`src/rtl/text_banner_pixel.sv`:
```
// text_banner_pixel: overlays a fixed "LEVEL" label and a decimal readout of
// `value` onto a VGA scan. Glyph lookups go through memory_txt. Pixels leave
// the block two clocks after the h_cnt/v_cnt that produced them.
//
// Ports:
//   clk, rst_n      rising-edge clock, synchronous active-low reset
//   value           binary number shown in the value row
//   blink_en        blinks the value row with a period of 2*BLINK_FRAMES frames
//   h_cnt, v_cnt    current scan position
//   pixel_out       RGB444 pixel, forced to 0 whenever valid is low
//   valid           pixel_out carries banner content
//
// memory_txt: 5x7 glyph ROM with a one-cycle registered read.
//   txt_addr        glyph code (0-9 digits, 14 E, 21 L, 31 V)
//   h_point/v_point dot column (0..4) / dot row (0..6) inside the glyph
//   pixel           ink colour for a lit dot, black otherwise

module text_banner_pixel #(
    parameter int unsigned N_DIGITS     = 3,
    parameter int unsigned VALUE_W      = 10,
    parameter int unsigned SCALE_SH     = 4,
    parameter int unsigned LBL_X        = 120,
    parameter int unsigned LBL_Y        = 28,
    parameter int unsigned VAL_X        = 240,
    parameter int unsigned VAL_Y        = 160,
    parameter int unsigned BLINK_FRAMES = 30
) (
    input  logic               clk,
    input  logic               rst_n,
    input  logic [VALUE_W-1:0] value,
    input  logic               blink_en,
    input  logic [9:0]         h_cnt,
    input  logic [9:0]         v_cnt,
    output logic [11:0]        pixel_out,
    output logic               valid
);

    localparam int unsigned CELL_W  = 5 << SCALE_SH;
    localparam int unsigned CELL_H  = 7 << SCALE_SH;
    localparam int unsigned DIG_W   = 4 * N_DIGITS;
    // BCD register is always at least one digit wider than the display so the
    // overflow digits used for saturation exist for every parameter set.
    localparam int unsigned BCD_MIN = (VALUE_W * 3) / 10 + 2;
    localparam int unsigned BCD_N   = (BCD_MIN > N_DIGITS + 1) ? BCD_MIN : N_DIGITS + 1;
    localparam int unsigned BCD_W   = 4 * BCD_N;
    localparam int unsigned CNT_W   = $clog2(VALUE_W + 1);
    localparam int unsigned FR_W    = $clog2(BLINK_FRAMES + 1);

    localparam logic [5:0] CODE_E = 6'd14;
    localparam logic [5:0] CODE_L = 6'd21;
    localparam logic [5:0] CODE_V = 6'd31;

    typedef enum logic [1:0] {IDLE, SHIFT, DONE} conv_state_t;

    conv_state_t                  state;
    logic [VALUE_W-1:0]           cap;
    logic [VALUE_W-1:0]           shreg;
    logic [VALUE_W-1:0]           last_value;
    logic [CNT_W-1:0]             bit_cnt;
    logic [BCD_W-1:0]             bcd;
    logic [BCD_W-1:0]             bcd_adj;
    logic [N_DIGITS-1:0][3:0]     pending;
    logic                         pending_ok;
    logic [N_DIGITS-1:0][3:0]     shown;
    logic [FR_W-1:0]              frame_cnt;
    logic                         blink_phase;
    logic                         frame_start;

    logic                         lbl_in;
    logic                         val_in;
    logic [9:0]                   dx;
    logic [9:0]                   dy;
    logic [9:0]                   cell_off;
    logic [2:0]                   cell_idx;
    logic [2:0]                   n_sig;
    logic [2:0]                   dsel;
    logic                         s0_hit;
    logic [5:0]                   s0_addr;
    logic [2:0]                   s0_hp;
    logic [2:0]                   s0_vp;

    logic                         s1_hit;
    logic [5:0]                   s1_addr;
    logic [2:0]                   s1_hp;
    logic [2:0]                   s1_vp;
    logic [11:0]                  mem_pixel;

    assign frame_start = (h_cnt == 10'd0) && (v_cnt == 10'd0);

    // Double-dabble adjust: every nibble >= 5 gets +3 before the shift.
    always_comb begin
        bcd_adj = bcd;
        for (int k = 0; k < BCD_N; k++) begin
            if (bcd[4*k +: 4] >= 4'd5)
                bcd_adj[4*k +: 4] = bcd[4*k +: 4] + 4'd3;
        end
    end

    // Binary-to-BCD conversion and frame-synchronous digit hand-off.
    always_ff @(posedge clk) begin
        if (!rst_n) begin
            state      <= IDLE;
            cap        <= '0;
            shreg      <= '0;
            last_value <= '0;
            bit_cnt    <= '0;
            bcd        <= '0;
            pending    <= '0;
            pending_ok <= 1'b0;
            shown      <= '0;
        end else begin
            if (frame_start && pending_ok) begin
                shown      <= pending;
                pending_ok <= 1'b0;
            end
            case (state)
                IDLE: begin
                    if (value != last_value) begin
                        cap     <= value;
                        shreg   <= value;
                        bcd     <= '0;
                        bit_cnt <= '0;
                        state   <= SHIFT;
                    end
                end
                SHIFT: begin
                    bcd   <= {bcd_adj[BCD_W-2:0], shreg[VALUE_W-1]};
                    shreg <= shreg << 1;
                    if (bit_cnt == CNT_W'(VALUE_W - 1))
                        state <= DONE;
                    else
                        bit_cnt <= bit_cnt + CNT_W'(1);
                end
                DONE: begin
                    // Any nonzero digit above the display width means overflow.
                    if (|bcd[BCD_W-1:DIG_W])
                        pending <= {N_DIGITS{4'd9}};
                    else
                        pending <= bcd[DIG_W-1:0];
                    last_value <= cap;
                    pending_ok <= 1'b1;
                    state      <= IDLE;
                end
                default: state <= IDLE;
            endcase
        end
    end

    // Blink timing: counts frames while enabled, held at zero otherwise.
    always_ff @(posedge clk) begin
        if (!rst_n) begin
            frame_cnt   <= '0;
            blink_phase <= 1'b0;
        end else if (!blink_en) begin
            frame_cnt   <= '0;
            blink_phase <= 1'b0;
        end else if (frame_start) begin
            if (frame_cnt == FR_W'(BLINK_FRAMES - 1)) begin
                frame_cnt   <= '0;
                blink_phase <= ~blink_phase;
            end else begin
                frame_cnt <= frame_cnt + FR_W'(1);
            end
        end
    end

    // Number of significant digits; the readout is left-justified so the
    // suppressed leading zeros become blank cells at the right of the row.
    always_comb begin
        n_sig = 3'd1;
        for (int j = 1; j < N_DIGITS; j++) begin
            if (shown[j] != 4'd0)
                n_sig = 3'(j + 1);
        end
    end

    // Stage 0: window tests first, 10-bit offsets only for in-range positions.
    always_comb begin
        lbl_in = (32'(h_cnt) >= LBL_X) && (32'(h_cnt) < LBL_X + 5 * CELL_W) &&
                 (32'(v_cnt) >= LBL_Y) && (32'(v_cnt) < LBL_Y + CELL_H);
        val_in = (32'(h_cnt) >= VAL_X) && (32'(h_cnt) < VAL_X + N_DIGITS * CELL_W) &&
                 (32'(v_cnt) >= VAL_Y) && (32'(v_cnt) < VAL_Y + CELL_H);
    end

    always_comb begin
        s0_hit   = 1'b0;
        s0_addr  = '0;
        s0_hp    = '0;
        s0_vp    = '0;
        dx       = '0;
        dy       = '0;
        cell_idx = '0;
        cell_off = '0;
        dsel     = '0;
        if (lbl_in) begin
            dx = h_cnt - 10'(LBL_X);
            dy = v_cnt - 10'(LBL_Y);
            for (int i = 1; i < 5; i++) begin
                if (dx >= 10'(i * CELL_W)) begin
                    cell_idx = 3'(i);
                    cell_off = 10'(i * CELL_W);
                end
            end
            case (cell_idx)
                3'd1, 3'd3: s0_addr = CODE_E;
                3'd2:       s0_addr = CODE_V;
                default:    s0_addr = CODE_L;
            endcase
            s0_hp  = 3'((dx - cell_off) >> SCALE_SH);
            s0_vp  = 3'(dy >> SCALE_SH);
            s0_hit = 1'b1;
        end else if (val_in) begin
            dx = h_cnt - 10'(VAL_X);
            dy = v_cnt - 10'(VAL_Y);
            for (int i = 1; i < N_DIGITS; i++) begin
                if (dx >= 10'(i * CELL_W)) begin
                    cell_idx = 3'(i);
                    cell_off = 10'(i * CELL_W);
                end
            end
            // Leftmost cell carries the most significant displayed digit.
            dsel = n_sig - 3'd1 - cell_idx;
            for (int j = 0; j < N_DIGITS; j++) begin
                if (3'(j) == dsel)
                    s0_addr = {2'b00, shown[j]};
            end
            s0_hp  = 3'((dx - cell_off) >> SCALE_SH);
            s0_vp  = 3'(dy >> SCALE_SH);
            s0_hit = (cell_idx < n_sig) && !(blink_en && blink_phase);
        end
    end

    // Stage 1: glyph address registers feeding the ROM.
    always_ff @(posedge clk) begin
        if (!rst_n) begin
            s1_hit  <= 1'b0;
            s1_addr <= '0;
            s1_hp   <= '0;
            s1_vp   <= '0;
        end else begin
            s1_hit  <= s0_hit;
            s1_addr <= s0_addr;
            s1_hp   <= s0_hp;
            s1_vp   <= s0_vp;
        end
    end

    memory_txt u_memory_txt (
        .clk      (clk),
        .txt_addr (s1_addr),
        .h_point  (s1_hp),
        .v_point  (s1_vp),
        .pixel    (mem_pixel)
    );

    // Stage 2: hit flag aligned with the ROM's registered read.
    always_ff @(posedge clk) begin
        if (!rst_n)
            valid <= 1'b0;
        else
            valid <= s1_hit;
    end

    // ROM data has no reset; masking with valid keeps reset/idle output black.
    assign pixel_out = valid ? mem_pixel : 12'h000;

endmodule

module memory_txt (
    input  logic        clk,
    input  logic [5:0]  txt_addr,
    input  logic [2:0]  h_point,
    input  logic [2:0]  v_point,
    output logic [11:0] pixel
);

    localparam logic [11:0] INK = 12'hFFF;

    // glyph[6] is the top row; bit 4 of each row is the leftmost column.
    logic [6:0][4:0] glyph;
    logic [4:0]      row_bits;
    logic            dot;

    always_comb begin
        case (txt_addr)
            6'd0:  glyph = {5'h0E, 5'h11, 5'h13, 5'h15, 5'h19, 5'h11, 5'h0E};
            6'd1:  glyph = {5'h04, 5'h0C, 5'h04, 5'h04, 5'h04, 5'h04, 5'h0E};
            6'd2:  glyph = {5'h0E, 5'h11, 5'h01, 5'h02, 5'h04, 5'h08, 5'h1F};
            6'd3:  glyph = {5'h1F, 5'h02, 5'h04, 5'h02, 5'h01, 5'h11, 5'h0E};
            6'd4:  glyph = {5'h02, 5'h06, 5'h0A, 5'h12, 5'h1F, 5'h02, 5'h02};
            6'd5:  glyph = {5'h1F, 5'h10, 5'h1E, 5'h01, 5'h01, 5'h11, 5'h0E};
            6'd6:  glyph = {5'h06, 5'h08, 5'h10, 5'h1E, 5'h11, 5'h11, 5'h0E};
            6'd7:  glyph = {5'h1F, 5'h01, 5'h02, 5'h04, 5'h08, 5'h08, 5'h08};
            6'd8:  glyph = {5'h0E, 5'h11, 5'h11, 5'h0E, 5'h11, 5'h11, 5'h0E};
            6'd9:  glyph = {5'h0E, 5'h11, 5'h11, 5'h0F, 5'h01, 5'h02, 5'h0C};
            6'd14: glyph = {5'h1F, 5'h10, 5'h10, 5'h1E, 5'h10, 5'h10, 5'h1F};
            6'd21: glyph = {5'h10, 5'h10, 5'h10, 5'h10, 5'h10, 5'h10, 5'h1F};
            6'd31: glyph = {5'h11, 5'h11, 5'h11, 5'h11, 5'h11, 5'h0A, 5'h04};
            default: glyph = '0;
        endcase
    end

    always_comb begin
        row_bits = '0;
        dot      = 1'b0;
        if ((v_point < 3'd7) && (h_point < 3'd5)) begin
            row_bits = glyph[3'd6 - v_point];
            dot      = row_bits[3'd4 - h_point];
        end
    end

    always_ff @(posedge clk) begin
        pixel <= dot ? INK : 12'h000;
    end

endmodule

```
`config.mk`:
```
export PLATFORM = sky130hd
export DESIGN_NAME = text_banner_pixel
export DESIGN_NICKNAME = d
export VERILOG_FILES = /design/src/rtl/text_banner_pixel.sv
export SDC_FILE = /design/constraint.sdc
export NUM_CORES = 1
export LEC_CHECK = 0
export CAP_MARGIN = 0
export CORE_MARGIN = 10
export CORE_UTILIZATION = 45
export CTS_BUF_LIST = sky130_fd_sc_hd__clkbuf_2
export CTS_CLUSTER_DIAMETER = 60
export DETAILED_ROUTE_END_ITERATION = 8
export PLACE_DENSITY = 0.68
export RECOVER_POWER = 100
export SLEW_MARGIN = 5
export SYNTH_ARGS = -nofsm -noshare
export SYNTH_HDL_FRONTEND = slang
export SYNTH_SLANG_ARGS = --single-unit
```
`constraint.sdc`:
```
create_clock -name clk -period 8.15 [get_ports clk]
set_input_delay 2.445 -clock clk [delete_from_list [all_inputs] [get_ports clk]]
set_output_delay 2.445 -clock clk [all_outputs]
set_load 0.005 [all_outputs]
```
==> impl_metrics.yaml <==
outcome:
  status: "finished, violations left"
  violations: "capacitance limit, slew limit"
final_layout:
  design_area_um2: 7650
  layout-drive-gt1-share: 0.0693
  syn2layout_area_growth_pct: 9.70
  layout.nets: 924
  fillers: 1484
  regArea_um2: 2600
  multiInputGateArea_um2: 3950
power_and_ir_drop:
  leakage_nw: 2.73
  power_density_nw_per_um2: 160
  irDropWorstVdd_mv: 0.188
worst_setup_path:
  critical_path_class: "input port to flop"
  crit_required_ps: 8710
  arrival_ps: 7830
  cp-end-kind: "flop"
  crit_path_start: "h_cnt[5]"
  rrSetupSlack_ps: 4330
  critPathMaxFanout: 11
  rr_startpoint: "shown[8]"
  cp-start-kind: "input port"
floorplanning:
  die_h_um: 145
  fp.dieW_um: 145
  dieArea_um2: 20900
  start_util: 0.459
  rows: 45
  io_pins: 46
  core_area_um2: 15200
grt:
  grt_pass1_wl_um: 26800
  antenna_found_initial: 1
  grt_pass1_vias: 5482
  grt_overflow: 0
  grt_max_degree: 83
  track_usage: 0.157
clocking:
  cts_tree: "built"
  cts-root-buf: "clkbuf_2"
  post-cts-setup-buffer-count: 0
  cts.htree.levels: 4
  clock_sinks: 130
  hold_buffers: 0
  insertion_delay_ps: 690
  path_clk_slew_ps: 200
  cts_repair_resize_count: 0
  cts_made_buffers: 17
  clock_path_buffers: 2
drt:
  dr.pass1.iters: 5
  drc: 0
  wl_um: 16000
  vias: 5828
  vias_per_cell: 5.52
  wl_per_cell_um: 15.2
  ant_nets: 0
  dr.first_iter.drc_count: 474
timing:
  grt_setup_unrepaired: "false"
  clock_skew_ps: 33.1
  fmax_mhz: 138
  post-route-min-period_ps: 7270
  slew_violations: 83
  worst_pin_slew_ps: 3670
  hold_viol_final: 0
  min_period_over_period: 0.892
  relSlewSlack: -1.45
  setup_viol: 0
  fin_setup_tns_ps: 0
logic_synthesis:
  ys_seq_area_frac: 0.373
  synth_top_cell_by_area: "dfxtp_1"
  syn-cell-area_um2: 6980
  yosysMostFrequentCell: "nand2_1"
  ys.flop_type: "dfxtp_1"
  ys_top_cells_by_area: "dfxtp_1, nand2_1, ha_1"
  postSynthAreaPerCell_um2: 8.32
  yosys.cell_types.count: 68
  synth_edf_count: 0
  postSynthCellCount: 839
  ys_ff_latch: 130
  synthTopCellsByCount: "nand2_1, dfxtp_1, a21oi_1"
  synth_nets: 910
  yosys_warnings: 0
  synth_top_area_frac: 0.373
  async_reset_ff_frac: 0
worst_hold_path:
  hold_path_class: "flop to flop"
  min_from: "cap[6]"
placement:
  portBuffers: 45
  place_area_um2: 7450
  place_hpwl_um: 11600
  gp_congestion: 0.921
job:
  max_cap_violations: 1
## cell type report
cell class | instances | share of cell area
multi-input cells | 618 | 0.515
flip-flops and latches | 130 | 0.340
repair buffers | 54 | 0.0652
well taps | 188 | 0.0307
clock inverters | 15 | 0.0214
inverters | 32 | 0.0157
clock buffers | 17 | 0.0111
diodes | 1 | 0.000327
## stage by stage
step | hold slack, ps | instances | setup slack (ps) | utilization | power [mW]
after global placement | 433 | 1022 | 595 | 0.490 | 0.825
after detailed placement | 430 | 1022 | 409 | 0.490 | 0.826
final | 462 | 1055 | 878 | 0.503 | 1.22
after CTS | 463 | 1054 | 1170 | 0.507 | 1.23
after floorplan | 412 | 839 | 1480 | - | 0.775
after global routing | 477 | 1055 | 326 | 0.503 | 1.28
## path summary, 6_finish.rpt
kind                                  to  cells after the start
hold / removal             last_value[6]                      2
setup reg to reg  u_memory_txt.glyph[14]                     17
hold reg to reg            last_value[6]                      2
setup / recovery  u_memory_txt.glyph[14]                     23
## per-layer routing
| metal | track usage | routed length, um | up-vias | share of wire |
|---|---|---|---|---|
| li1 | - | - | 2977 | - |
| met1 | 0.192 | 7330 | 2691 | 0.46 |
| met2 | 0.266 | 7660 | 136 | 0.48 |
| met3 | 0.0341 | 722 | 24 | 0.045 |
| met4 | 0.0537 | 276 | 0 | 0.017 |
| met5 | 0 | 0 | - | 0 |
## registers in the layout (all words and copies together), names as in the netlist, 2 cells and up
name / count
bcd: 20
bit_cnt: 4
cap: 10
frame_cnt: 5
last_value: 10
pending: 12
s1_hp: 3
s1_vp: 3
shown: 12
shreg: 10
state: 2
u_memory_txt.glyph: 34
## cell families (layout without fill, tap and decap cells)
logic type | after synthesis | count (layout) | synth area share
AOI/OAI and AO/OA | 206 | 206 | 0.189
xor gates and xnor gates | 39 | 39 | 0.0490
adders and majority gates | 38 | 38 | 0.0714
buffers and inverters | 91 | 118 | 0.0590
DFF | 130 | 130 | 0.373
muxes | 18 | 18 | 0.0384
other | 0 | 1 | 0
and+or+nand+nor | 317 | 317 | 0.220
## power breakdown
| group | internal, mW | leakage (nW) | switching [mW] |
|---|---|---|---|
| sequential | 0.652 | 1.06 | 0.00736 |
| clock | 0.169 | 0.151 | 0.241 |
| combinational | 0.0615 | 1.53 | 0.0899 |
## placed cells by master, fill, tap and decap left out, types with 5 or more instances in the layout
cell type / instances
a31oi_1: 13
nand2_1: 136
a21oi_1: 84
mux4_2: 7
or3_1: 5
nand4_1: 7
a211oi_1: 7
xnor2_1: 28
xor2_1: 11
clkbuf_1: 5
dlygate4sd3_1: 15
a22oi_1: 17
and3_1: 11
nand3_1: 52
nor4_1: 5
clkbuf_2: 17
nand2b_1: 14
clkdlybuf4s50_1: 30
o21ai_0: 43
nor3_1: 15
inv_1: 32
ha_1: 35
dfxtp_1: 130
nor2_1: 42
mux2i_1: 11
## worst max-delay path: stages
cell,delay (ps)
dlygate4sd3_1,750
ha_1,420
xor2_1,150
a211oi_1,360
nor4b_1,300
a31oi_1,100
a22oi_1,340
inv_1,80
ha_1,210
fa_1,520
nand3b_1,120
o21ai_0,80
o21ai_0,300
nand2_1,180
a21oi_1,180
clkbuf_1,220
inv_1,120
ha_1,220
inv_1,90
nor2_1,60
and3_1,220
nor3_2,220
o211ai_1,130
No activity file was read; power rests on OpenSTA's default activity.
